===== config.mk =====
export PLATFORM = sky130hd
export DESIGN_NAME = multicycle_controller_flat
export DESIGN_NICKNAME = d
export VERILOG_FILES = /design/src/rtl/multicycle_controller_pkg.sv /design/src/rtl/multicycle_controller_if.sv /design/src/rtl/multicycle_controller_perf_counter.sv /design/src/rtl/multicycle_controller.sv /design/src/flat_wrapper.sv
export SDC_FILE = /design/constraint.sdc
export NUM_CORES = 1
export LEC_CHECK = 0
export CORE_MARGIN = 1
export CORE_UTILIZATION = 32
export DETAILED_ROUTE_END_ITERATION = 10
export PLACE_DENSITY = 0.87
export SYNTH_ARGS = -nofsm -noshare
export SYNTH_HDL_FRONTEND = slang
export SYNTH_SLANG_ARGS = --single-unit

===== constraint.sdc =====
create_clock -name clk -period 2.5 [get_ports clk]
set_clock_uncertainty 0.1 [all_clocks]
set_input_delay 0.75 -clock clk [delete_from_list [all_inputs] [get_ports clk]]
set_output_delay 0.75 -clock clk [all_outputs]
set_load 0.02 [all_outputs]

===== src/rtl/multicycle_controller_pkg.sv =====
// Shared types for the multicycle CPU control path.
//   CtrlState              : controller state encoding (FETCH..HALT)
//   MemAddrSel             : memory address source (PC for fetch, ALU result for data)
//   PcSel                  : next-PC source (PC+4 or branch target)
//   DEFAULT_COUNTER_WIDTH  : default width of the optional performance counters
// Optional feature macro referenced by users of this package: MULTICYCLE_PERF_COUNTER_EN
package multicycle_controller_pkg;

    typedef enum logic [2:0] {
        FETCH  = 3'd0,
        DECODE = 3'd1,
        EXEC   = 3'd2,
        MEM    = 3'd3,
        WB     = 3'd4,
        HALT   = 3'd5
    } CtrlState;

    typedef enum logic {
        ADDR_PC  = 1'b0,
        ADDR_ALU = 1'b1
    } MemAddrSel;

    typedef enum logic {
        PC_PLUS4  = 1'b0,
        PC_BRANCH = 1'b1
    } PcSel;

    localparam int DEFAULT_COUNTER_WIDTH = 32;

endpackage


===== src/rtl/multicycle_controller_if.sv =====
// Shared instruction/data memory port request/ready handshake.
//   memReq      : request valid (master -> slave)
//   memWrEnable : request is a write (master -> slave)
//   memAddrSel  : address source select (master -> slave)
//   memReady    : slave accepts/completes the request this cycle (slave -> master)
// A transfer happens in a cycle where memReq && memReady.
interface multicycle_controller_if;
    import multicycle_controller_pkg::*;

    logic      memReq;
    logic      memWrEnable;
    MemAddrSel memAddrSel;
    logic      memReady;

    modport master (
        output memReq,
        output memWrEnable,
        output memAddrSel,
        input  memReady
    );

    modport slave (
        input  memReq,
        input  memWrEnable,
        input  memAddrSel,
        output memReady
    );

endinterface


===== src/rtl/multicycle_controller_perf_counter.sv =====
// Generic free-running incrementer with synchronous clear and count enable.
// Wraps modulo 2^WIDTH.
//   clk   : clock
//   clr   : synchronous clear (highest priority)
//   en    : increment enable
//   count : current count value
module multicycle_controller_perf_counter #(
    parameter int WIDTH = 32
) (
    input  logic             clk,
    input  logic             clr,
    input  logic             en,
    output logic [WIDTH-1:0] count
);

    logic [WIDTH-1:0] count_reg;

    always_ff @(posedge clk) begin
        if (clr) begin
            count_reg <= '0;
        end else if (en) begin
            count_reg <= count_reg + WIDTH'(1);
        end
    end

    assign count = count_reg;

endmodule


===== src/rtl/multicycle_controller.sv =====
// Multicycle CPU control FSM. Sequences fetch/decode/execute/memory/writeback
// over one shared memory port and emits one retire pulse per instruction.
// Ports:
//   clk, rst                      : clock, synchronous active-high reset
//   mem (master)                  : shared memory port handshake
//   isLoad/isStore/isBranch       : decoded instruction class
//   regWrEnable, isIllegal        : decoded rd write / unsupported opcode
//   brTaken                       : branch condition result
//   irWrEnable, pcWrEnable, pcSel : IR latch, PC update and next-PC select
//   rfWrEnable, wbSel             : register write and writeback source
//   retire, halted                : instruction-complete pulse, stopped flag
//   cycleCount, retireCount       : performance counters
// Build option: MULTICYCLE_PERF_COUNTER_EN builds the counters; without it
// both counter outputs are constant zero.
module multicycle_controller
    import multicycle_controller_pkg::*;
#(
    parameter int COUNTER_WIDTH = DEFAULT_COUNTER_WIDTH
) (
    input  logic                     clk,
    input  logic                     rst,
    multicycle_controller_if.master  mem,
    input  logic                     isLoad,
    input  logic                     isStore,
    input  logic                     isBranch,
    input  logic                     regWrEnable,
    input  logic                     isIllegal,
    input  logic                     brTaken,
    output logic                     irWrEnable,
    output logic                     pcWrEnable,
    output PcSel                     pcSel,
    output logic                     rfWrEnable,
    output logic                     wbSel,
    output logic                     retire,
    output logic                     halted,
    output logic [COUNTER_WIDTH-1:0] cycleCount,
    output logic [COUNTER_WIDTH-1:0] retireCount
);

    CtrlState state_reg;

    always_ff @(posedge clk) begin
        if (rst) begin
            state_reg <= FETCH;
        end else begin
            unique case (state_reg)
                FETCH:   if (mem.memReady) state_reg <= DECODE;
                DECODE:  state_reg <= isIllegal ? HALT : EXEC;
                EXEC: begin
                    if (isBranch)               state_reg <= FETCH;
                    else if (isLoad || isStore) state_reg <= MEM;
                    else                        state_reg <= WB;
                end
                // A data access that is not a store is treated as a load.
                MEM:     if (mem.memReady) state_reg <= isStore ? FETCH : WB;
                WB:      state_reg <= FETCH;
                HALT:    state_reg <= HALT;
                default: state_reg <= FETCH;
            endcase
        end
    end

    // Outputs are decoded combinationally so the request drops in the very
    // cycle reset is seen, and irWrEnable can follow memReady within FETCH.
    always_comb begin
        mem.memReq      = 1'b0;
        mem.memWrEnable = 1'b0;
        mem.memAddrSel  = ADDR_PC;
        irWrEnable      = 1'b0;
        pcWrEnable      = 1'b0;
        pcSel           = PC_PLUS4;
        rfWrEnable      = 1'b0;
        wbSel           = 1'b0;
        retire          = 1'b0;
        halted          = 1'b0;
        if (!rst) begin
            unique case (state_reg)
                FETCH: begin
                    mem.memReq = 1'b1;
                    irWrEnable = mem.memReady;
                end
                EXEC: begin
                    if (isBranch) begin
                        pcWrEnable = 1'b1;
                        pcSel      = brTaken ? PC_BRANCH : PC_PLUS4;
                        retire     = 1'b1;
                    end
                end
                MEM: begin
                    mem.memReq      = 1'b1;
                    mem.memAddrSel  = ADDR_ALU;
                    mem.memWrEnable = isStore;
                    if (mem.memReady && isStore) begin
                        pcWrEnable = 1'b1;
                        retire     = 1'b1;
                    end
                end
                WB: begin
                    rfWrEnable = regWrEnable;
                    wbSel      = isLoad;
                    pcWrEnable = 1'b1;
                    retire     = 1'b1;
                end
                HALT:    halted = 1'b1;
                default: ;
            endcase
        end
    end

`ifdef MULTICYCLE_PERF_COUNTER_EN
    generate
        if (1) begin : gen_perf
            multicycle_controller_perf_counter #(
                .WIDTH (COUNTER_WIDTH)
            ) u_cycle_count (
                .clk   (clk),
                .clr   (rst),
                .en    (1'b1),
                .count (cycleCount)
            );

            multicycle_controller_perf_counter #(
                .WIDTH (COUNTER_WIDTH)
            ) u_retire_count (
                .clk   (clk),
                .clr   (rst),
                .en    (retire),
                .count (retireCount)
            );
        end
    endgenerate
`else
    assign cycleCount  = '0;
    assign retireCount = '0;
`endif

endmodule


===== src/flat_wrapper.sv =====
// flat-port wrapper written by rule: the top's interface ports become plain ports
module multicycle_controller_flat import multicycle_controller_pkg::*;
#(
    parameter int COUNTER_WIDTH = DEFAULT_COUNTER_WIDTH
)
  (clk, rst, isLoad, isStore, isBranch, regWrEnable, isIllegal, brTaken, irWrEnable, pcWrEnable, pcSel, rfWrEnable, wbSel, retire, halted, cycleCount, retireCount, mem_memReq, mem_memWrEnable, mem_memAddrSel, mem_memReady);
  multicycle_controller_if mem_i ();
  input  logic clk;
  input  logic rst;
  input  logic isLoad;
  input  logic isStore;
  input  logic isBranch;
  input  logic regWrEnable;
  input  logic isIllegal;
  input  logic brTaken;
  output logic irWrEnable;
  output logic pcWrEnable;
  output PcSel pcSel;
  output logic rfWrEnable;
  output logic wbSel;
  output logic retire;
  output logic halted;
  output logic [COUNTER_WIDTH-1:0] cycleCount;
  output logic [COUNTER_WIDTH-1:0] retireCount;
  output wire logic [$bits(mem_i.memReq)-1:0] mem_memReq;
  output wire logic [$bits(mem_i.memWrEnable)-1:0] mem_memWrEnable;
  output wire logic [$bits(mem_i.memAddrSel)-1:0] mem_memAddrSel;
  input wire logic [$bits(mem_i.memReady)-1:0] mem_memReady;
  assign mem_memReq = mem_i.memReq;
  assign mem_memWrEnable = mem_i.memWrEnable;
  assign mem_memAddrSel = mem_i.memAddrSel;
  assign mem_i.memReady = mem_memReady;
  multicycle_controller #(.COUNTER_WIDTH(COUNTER_WIDTH)) u_core (.clk(clk), .rst(rst), .mem(mem_i), .isLoad(isLoad), .isStore(isStore), .isBranch(isBranch), .regWrEnable(regWrEnable), .isIllegal(isIllegal), .brTaken(brTaken), .irWrEnable(irWrEnable), .pcWrEnable(pcWrEnable), .pcSel(pcSel), .rfWrEnable(rfWrEnable), .wbSel(wbSel), .retire(retire), .halted(halted), .cycleCount(cycleCount), .retireCount(retireCount));
endmodule

==> results of run 1 <==
-- power groups by stage --
stage	sequential (mW)	combinational, mW	clock, mW
after floorplan	0.0552	0.213	0
after global placement	0.0583	0.179	0
after detailed placement	0.0583	0.180	0
after CTS	0.0579	0.176	0.0876
after global routing	0.0591	0.192	0.0910
final	0.0580	0.178	0.0846
-- cells by family after synthesis --
kind of cell           after synthesis  share of synthesized area [%]
flip-flops                           3                           7.19
buffers and inverters               71                           62.1
AND/OR/NAND/NOR                     22                           18.4
XOR/XNOR                             1                           1.05
AO/OA/AOI/OAI                       10                           10.8
other                                1                          0.449
-- critical path: cells and delay by family --
| family | cells | cell delay, ns |
|---|---|---|
| buffers and inverters | 2 | 0.65 |
| and+or+nand+nor | 2 | 0.19 |
-- how the worst max path moves through the flow --
| stage | from | end | slack (ns) | cells after the start |
|---|---|---|---|---|
| finish | brTaken | pcSel | 0.06 | 4 |
| detailed placement | mem_memReady | retire | -0.78 | 5 |
| global route | isBranch | retire | 0.01 | 5 |
| floorplan | rst | irWrEnable | 0.02 | 2 |
| global placement | mem_memReady | pcWrEnable | -0.73 | 5 |
| CTS | rst | pcSel | 0.009 | 6 |
-- area by class of cell --
class | count | area share, %
multi-input cells | 97 | 59.0
repair buffers | 28 | 25.3
flip-flops and latches | 3 | 6.98
well taps | 30 | 4.36
clock buffers | 4 | 3.05
inverters | 3 | 1.31
-- cells in the mapped netlist, drive strengths merged, types with 2 or more instances --
| master | number |
|---|---|
| nor2 | 2 |
| buf | 67 |
| inv | 3 |
| a21oi | 2 |
| nand2b | 4 |
| o32a | 2 |
| nor3b | 4 |
| nand3 | 2 |
| o22ai | 2 |
| dfxtp | 3 |
| and3 | 3 |
-- per-layer routing --
metal,up-vias,track usage [%]
met5,-,0
met4,0,3.07
met3,2,1.15
met2,49,16.7
met1,269,8.11
li1,281,-
-- what timing repair did --
item | in CTS | in global routing
setup endpoints to repair | 10 | 6
pin swaps | 2 | 3
gates resized for setup | 51 | 6
cloned | 0 | 0
==> results, run 1 <==
- Leaving out fill and tap cells, the most frequent cell in the layout is sky130_fd_sc_hd__conb_1.
- The number of cells produced by synthesis is 108.
- Once placement finished, the instance area stood at 861 um^2.
- The number of cells on the worst reg-to-reg path is 5.
- The worst path meets setup with 0.0614 ns of slack.
- After clock tree synthesis, the clock-pin slew on the worst setup and hold paths is 0.04 ns.
- The path with the worst hold slack has its endpoint at u_core.state_reg[0].
- The net switching share of the total power is 48.9%.
- The largest fanout on the critical path is 1.
- STA classifies the critical path endpoint as an output port.
- The clock group share of total power is 26.4%.
- From synthesis to final layout, the design area changed by 2.99%.
- The clock reaches the later pin of the worst-skew pair after 0.23 ns.
- Detailed routing placed a total of 163 um of wire on met3.
- The via count normalized by instance count is 3.64.
- The congestion estimate from routability-driven global placement came to 0.743.
- Among all stages on the critical path, the largest delay is contributed by sky130_fd_sc_hd__clkdlybuf4s50_1.
- The proportion of power drawn by combinational gates is 55.5%.
- The number of cells in the design after placement is 161.
- The number of rows created at floorplan is 18.
- In this run, synthesis inferred 0 flip-flops with an integrated enable.
- The areal power density over the cells is 372 nW/um^2.
- The final max-slew violation count is 0.
- Of the available clock period, the critical path in the final layout requires 97.5%.
- The endpoint identified for the worst register-to-register timing path is u_core.state_reg[2].
- After detailed routing, the average wire length per cell comes to 7.75 um.
- The maximum ir drop on the vdd rail is 0.000191 V.
- The sequential share of power is 18.1%.
- The hold violation count in the final report was 0.
- The post-CTS setup-driven buffer insertion count is 0.
- The mean post-synth cell area is 7.74 um^2.
- The cell sitting at the root of the clock tree is a sky130_fd_sc_hd__clkbuf_4.
- The number of flip-flops under the largest register name is 3.
- In this run the tool buffered the top-level ports with 18 buffer cells.
- The net load switching power is 0.157 mW.
- The clock sink count is 3.
- The global-route total usage across every layer is 8.19%.
- The clock period minus final worst setup slack is 2.44 ns.
- Across the run, the number of max-cap violations was 0.
- Derived from the worst setup path, the maximum achievable clock frequency is 410 MHz.
- Wire segments on met2 add up to 650 um in the final route.
- The filler cell count is 273.
- Across all hold checks on the routed design, the worst slack comes to 0.716 ns.
- The initial antenna violation count is 0.
- The number of different library cells used by synthesis comes to 29.
- The via count of the first global-routing pass is 450.
- Sequential cells were found to cover 7.19% of the synthesized design area.
- The total power is 0.320 mW.
- The area share of the largest cell type after synthesis is 58.4%.
- The initial core utilization is 33.7%.
- The multi-input logic area is 508 um^2.
- The met1 routed wirelength after detailed routing is 453 um.
- The final non-filler cell total is 165.
- The total vias in the final route is 601.
- The utilization after layout is 34.7%.
- The number of warnings printed during yosys synthesis is 0.
- The number of buffers added to fix hold violations after cts is 0.
- The internal portion of the total power is 0.164 mW.
- The die is 53.1 um tall.
- TritonCTS built the clock tree.
- The share of async-settable or async-resettable flops after synthesis is 0%.
- The synthesized design spends more area on one cell type than any other, namely sky130_fd_sc_hd__buf_4.
- The footprint of the flip-flops and latches is 60.1 um^2.
- The worst hold path passes through 2 cells.
- At the worst endpoint, the arrival time is 1.59 ns.
- The number of diodes is 0.
- The hold path startpoint is u_core.state_reg[1].
- The classification of the worst-slack hold path is flop to flop.
- The number of optimization iterations in the first detailed-route pass is 4.
- The overall routed net length is 1.28 mm.
- The count of nets left with antenna violations after detail routing is 0.
- The flop-to-flop setup slack is 0.89 ns.
- The DRC violations left is 0.
- The most used flip-flop cell after synthesis is sky130_fd_sc_hd__dfxtp_1.
- The count of boundary I/O pins is 83.
- The library cells used most frequently in the layout, excluding fill and tap cells, are 64 x sky130_fd_sc_hd__conb_1, 11 x sky130_fd_sc_hd__buf_4, 6 x sky130_fd_sc_hd__buf_2, 4 x sky130_fd_sc_hd__clkdlybuf4s50_1.
- The synthesized area is 836 um^2.
- Traced cell by cell, the critical path runs through clkdlybuf4s50_1 > nand3_1 > nor3_1 > buf_2.
- The highest layer used for signal routing is met4.
- The number of setup violations in the final report is 0.
- The flow ran to the end, and the final reports show no timing, DRC or antenna violations.
- The worst reg2reg path startpoint is u_core.state_reg[0].
- In the final layout, the share of cells above drive strength 1 is 26.7%.
- The maximum number of buffers from clock root to sink is 2.
- The category of the worst setup path launch point is a primary input.
- In this run the static leakage power is 0.490 nW.
- The total die area is 2820 um^2.
- The flop and latch count out of synthesis is 3.
- The critical path class is primary input to output port.
- Setup repair after global routing left no endpoint under its margin.
- The first global-routing pass estimated 1.73 mm of wire.
- Once layout is done, the placed cells without fillers occupy 861 um^2.
- The final layout contains 145 nets.
- Ranked by total cell area, the synthesized netlist is headed by sky130_fd_sc_hd__buf_4 58%, sky130_fd_sc_hd__dfxtp_1 7.2%, sky130_fd_sc_hd__nor3b_1 3.6%.
- The critical path required time is 1.65 ns.
- The number of clock buffers added by TritonCTS is 3.
- The die is 53.1 um wide.
- The setup TNS after final layout is 0 ns.
- Entering global routing, the biggest net connects 11 pins.
- The HPWL after detailed placement is 1.02 mm.
- OpenSTA, run right after detailed placement, puts the worst setup slack at -0.779 ns.
- The core box area is 2480 um^2.
- The detailed router finished its first iteration with 6 violations.
- Summed over all layers, the global routing overflow is 0.
- The largest single stage delay on the critical path is 0.46 ns.
- The H-tree depth is 1.
No activity file was read; power rests on OpenSTA's default activity.
==> run 2: changes to the inputs <==
- PLACE_DENSITY: 0.87 -> 0.95
- RECOVER_POWER: not set -> 50
==> results, run 2 (same netlist as run 1, synthesis figures left out) <==
- The clock insertion delay at the later pin of the skew report is 0.23 ns (about the same).
- The critical path required time is 1.65 ns (about the same).
- The half-perimeter wire length of the detailed placement result is 1.11 mm (+8.5%).
- The initial antenna violation count came to 0 (unchanged).
- The total die area is 2820 um^2 (unchanged).
- The summed area of non-filler cells in the final layout was 850 um^2 (-1.3%).
- The number of I/O port buffers is 18 (unchanged).
- The maximum ir drop on the vdd rail was 0.000200 V (+4.7%).
- The post-CTS setup-driven buffer insertion count was 0 (unchanged).
- The endpoint type of the worst setup path is an output port.
- The proportion of power drawn by combinational gates came to 54.9% (-0.6 points).
- The cell-internal power is 0.161 mW (-1.6%).
- The clock sink count is 3 (unchanged).
- The clock transition time at the flip-flop clock pins of the worst setup and hold paths is 0.04 ns (about the same).
- The horizontal die dimension came to 53.1 um (unchanged).
- TritonCTS built the clock tree.
- The largest fanout on the critical path is 2 (+1).
- The H-tree depth is 1 (unchanged).
- The worst hold path begins at u_core.state_reg[0].
- Setup repair after global routing left no endpoint under its margin.
- The die outline height was 53.1 um (unchanged).
- The number of rows created at floorplan was 18 (unchanged).
- The number of buffers and inverters on the critical path was 2 (unchanged).
- The standard cell area after detailed placement is 853 um^2 (-0.87%).
- The signal on the critical path passes through clkbuf_2 > nand3_2 > a211o_1 > a21oi_2 > buf_4.
- Leaving out fill and tap cells, the most frequent cell in the layout is sky130_fd_sc_hd__conb_1.
- The average wire per cell in the routed design is 8.12 um (+4.9%).
- The worst hold path belongs to the class flop to flop.
- The overflow left after global routing is 0 (unchanged).
- The number of optimization iterations in the first detailed-route pass is 3 (-1).
- The flop-to-flop setup slack is 0.83 ns (-0.06 ns).
- Leaving out fill and tap cells, the most frequent cells in the layout are 64 x sky130_fd_sc_hd__conb_1, 11 x sky130_fd_sc_hd__buf_4, 5 x sky130_fd_sc_hd__clkbuf_2, 4 x sky130_fd_sc_hd__nor3b_1, 4 x sky130_fd_sc_hd__clkdlybuf4s50_1.
- The cell sitting at the root of the clock tree is a sky130_fd_sc_hd__clkbuf_4.
- The cell leakage power was 0.480 nW (-2.1%).
- The via count normalized by instance count was 3.60 (-1.2%).
- The critical path class is primary input to output port.
- The initial core utilization is 33.7% (unchanged).
- The worst hold path stage count was 3 (+1).
- The maximum single-stage delay on the critical path is 0.32 ns (-0.14 ns).
- The cell type group with the largest total delay on the critical path is compound AO/OA/AOI/OAI gates.
- The worst reg2reg path startpoint is u_core.state_reg[2].
- The DRC violations left is 0 (unchanged).
- The via count of the first global-routing pass is 445 (-1.1%).
- The highest clock frequency the design can meet is 413 MHz (+0.82%).
- The run finished with clean final reports.
- The number of setup violations in the final report is 0 (unchanged).
- The sequential share of power is 18.8% (+0.7 points).
- The max-cap check violation count is 0 (unchanged).
- The core box area is 2480 um^2 (unchanged).
- The count of nets left with antenna violations after detail routing is 0 (unchanged).
- The total CTS buffers came to 3 (unchanged).
- The share of layout cells above drive strength 1 was 26.1% (-0.55 points).
- The number of cells on the worst reg-to-reg path is 4 (-1).
- The post-layout net count is 144 (-0.69%).
- The signal arrival time at the worst endpoint was 1.57 ns (-0.02 ns).
- The final weighted congestion of routability-driven global placement is 0.755 (+1.6%).
- The launch point of the worst path is mem_memReady.
- The capturing point of the worst reg2reg path is u_core.state_reg[0].
- The layout-stage area growth over the synthesis result is 1.65%.
- The net switching share of the total power is 49.8% (+0.85 points).
- The count of boundary I/O pins is 83 (unchanged).
- STA classifies the critical path startpoint as a primary input.
- The clock period minus final worst setup slack is 2.42 ns (-0.0198 ns).
- The net load switching power is 0.159 mW (+1.8%).
- The final worst setup slack is 0.0812 ns (+0.0198 ns).
- The number of flip-flops under the largest register name was 3 (unchanged).
- The overall routed net length is 1.33 mm (+4.2%).
- The number of diodes is 0 (unchanged).
- The DRC violation total after the first TritonRoute iteration is 8 (+2).
- The hold violation count in the final report is 0 (unchanged).
- The clock group share of total power was 26.3% (about the same).
- The global-route total usage across every layer was 8.79% (+0.59 points).
- The slowest stage of the critical path belongs to the cell sky130_fd_sc_hd__a211o_1.
- The maximum number of buffers from clock root to sink was 2 (unchanged).
- The total vias in the final route is 590 (-1.8%).
- The worst hold path terminates at u_core.state_reg[2].
- The maximum number of pins on one net before global-route repair is 11 (unchanged).
- The share of the clock period used by the worst path after layout is 96.8% (-0.79 points).
- The post-placement worst setup slack is -0.767 ns (+0.0120 ns).
- The wire length of the first global-routing pass is 1.85 mm (+7.2%).
- The final max-slew violation count is 0 (unchanged).
- The areal power density over the cells is 377 nW/um^2 (+1.4%).
-- run 2: changes by cell type in the layout (fill, tap and decap cells not counted), sizes merged --
cell	delta
buf	-3
clkdlybuf4s15	-3
clkbuf	+5
-- run 2: power groups by stage --
stage	clock (mW)	sequential, mW	combinational [mW]
after floorplan	0	0.0552	0.213
after global placement	0	0.0598	0.175
after detailed placement	0	0.0598	0.177
after CTS	0.0886	0.0593	0.174
after global routing	0.0905	0.0613	0.190
final	0.0842	0.0603	0.176
-- run 2: cell type report --
type | instances | area (um^2)
inverters | 3 | 11.3
fillers | 250 | 1630
clock buffers | 4 | 26.3
multi-input cells | 97 | 522
well taps | 30 | 37.5
flip-flops and latches | 3 | 60.1
repair buffers | 27 | 193
-- run 2: how the worst max path moves through the flow --
stage / to / slack [ns] / cells past startpoint
floorplan: irWrEnable / 0.02 / 2
global placement: pcWrEnable / -0.72 / 5
detailed placement: retire / -0.77 / 5
CTS: wbSel / 0.003 / 3
global route: mem_memWrEnable / 0.02 / 4
finish: retire / 0.08 / 5
-- run 2: worst min-delay path: cells and delay by family, from the launching register on --
kind	cells	cell delay (ns)
flops	1	0.36
buf+inv	1	0.18
compound gates	2	0.15
-- run 2: per-layer routing --
| layer | GRT usage [%] | wire length (um) | vias up | part of all wire (%) |
|---|---|---|---|---|
| li1 | - | - | 275 | - |
| met1 | 8.28 | 462 | 266 | 35 |
| met2 | 18.6 | 697 | 49 | 52 |
| met3 | 1.44 | 173 | 0 | 13 |
| met4 | 2.63 | 0 | 0 | 0 |
| met5 | 0 | 0 | - | 0 |
-- run 2: stage by stage --
step / std cells / total power [mW] / TNS [ns] / utilization (%) / hold WS [ns]
floorplan: 171 / 0.268 / 0 / - / 0.538
global placement: 160 / 0.235 / -6.25 / 34.4 / 0.614
detailed placement: 160 / 0.237 / -6.34 / 34.4 / 0.610
CTS: 164 / 0.322 / 0 / 35.1 / 0.619
global route: 164 / 0.342 / 0 / 34.3 / 0.676
finish: 164 / 0.320 / 0 / 34.3 / 0.632
-- run 2: what timing repair did --
item / in CTS / in global routing
gates cloned: 0 / 0
endpoints found under the setup margin: 10 / 8
hold buffers: 0 / 0
gates resized for setup: 53 / 15
pin swaps: 3 / 3
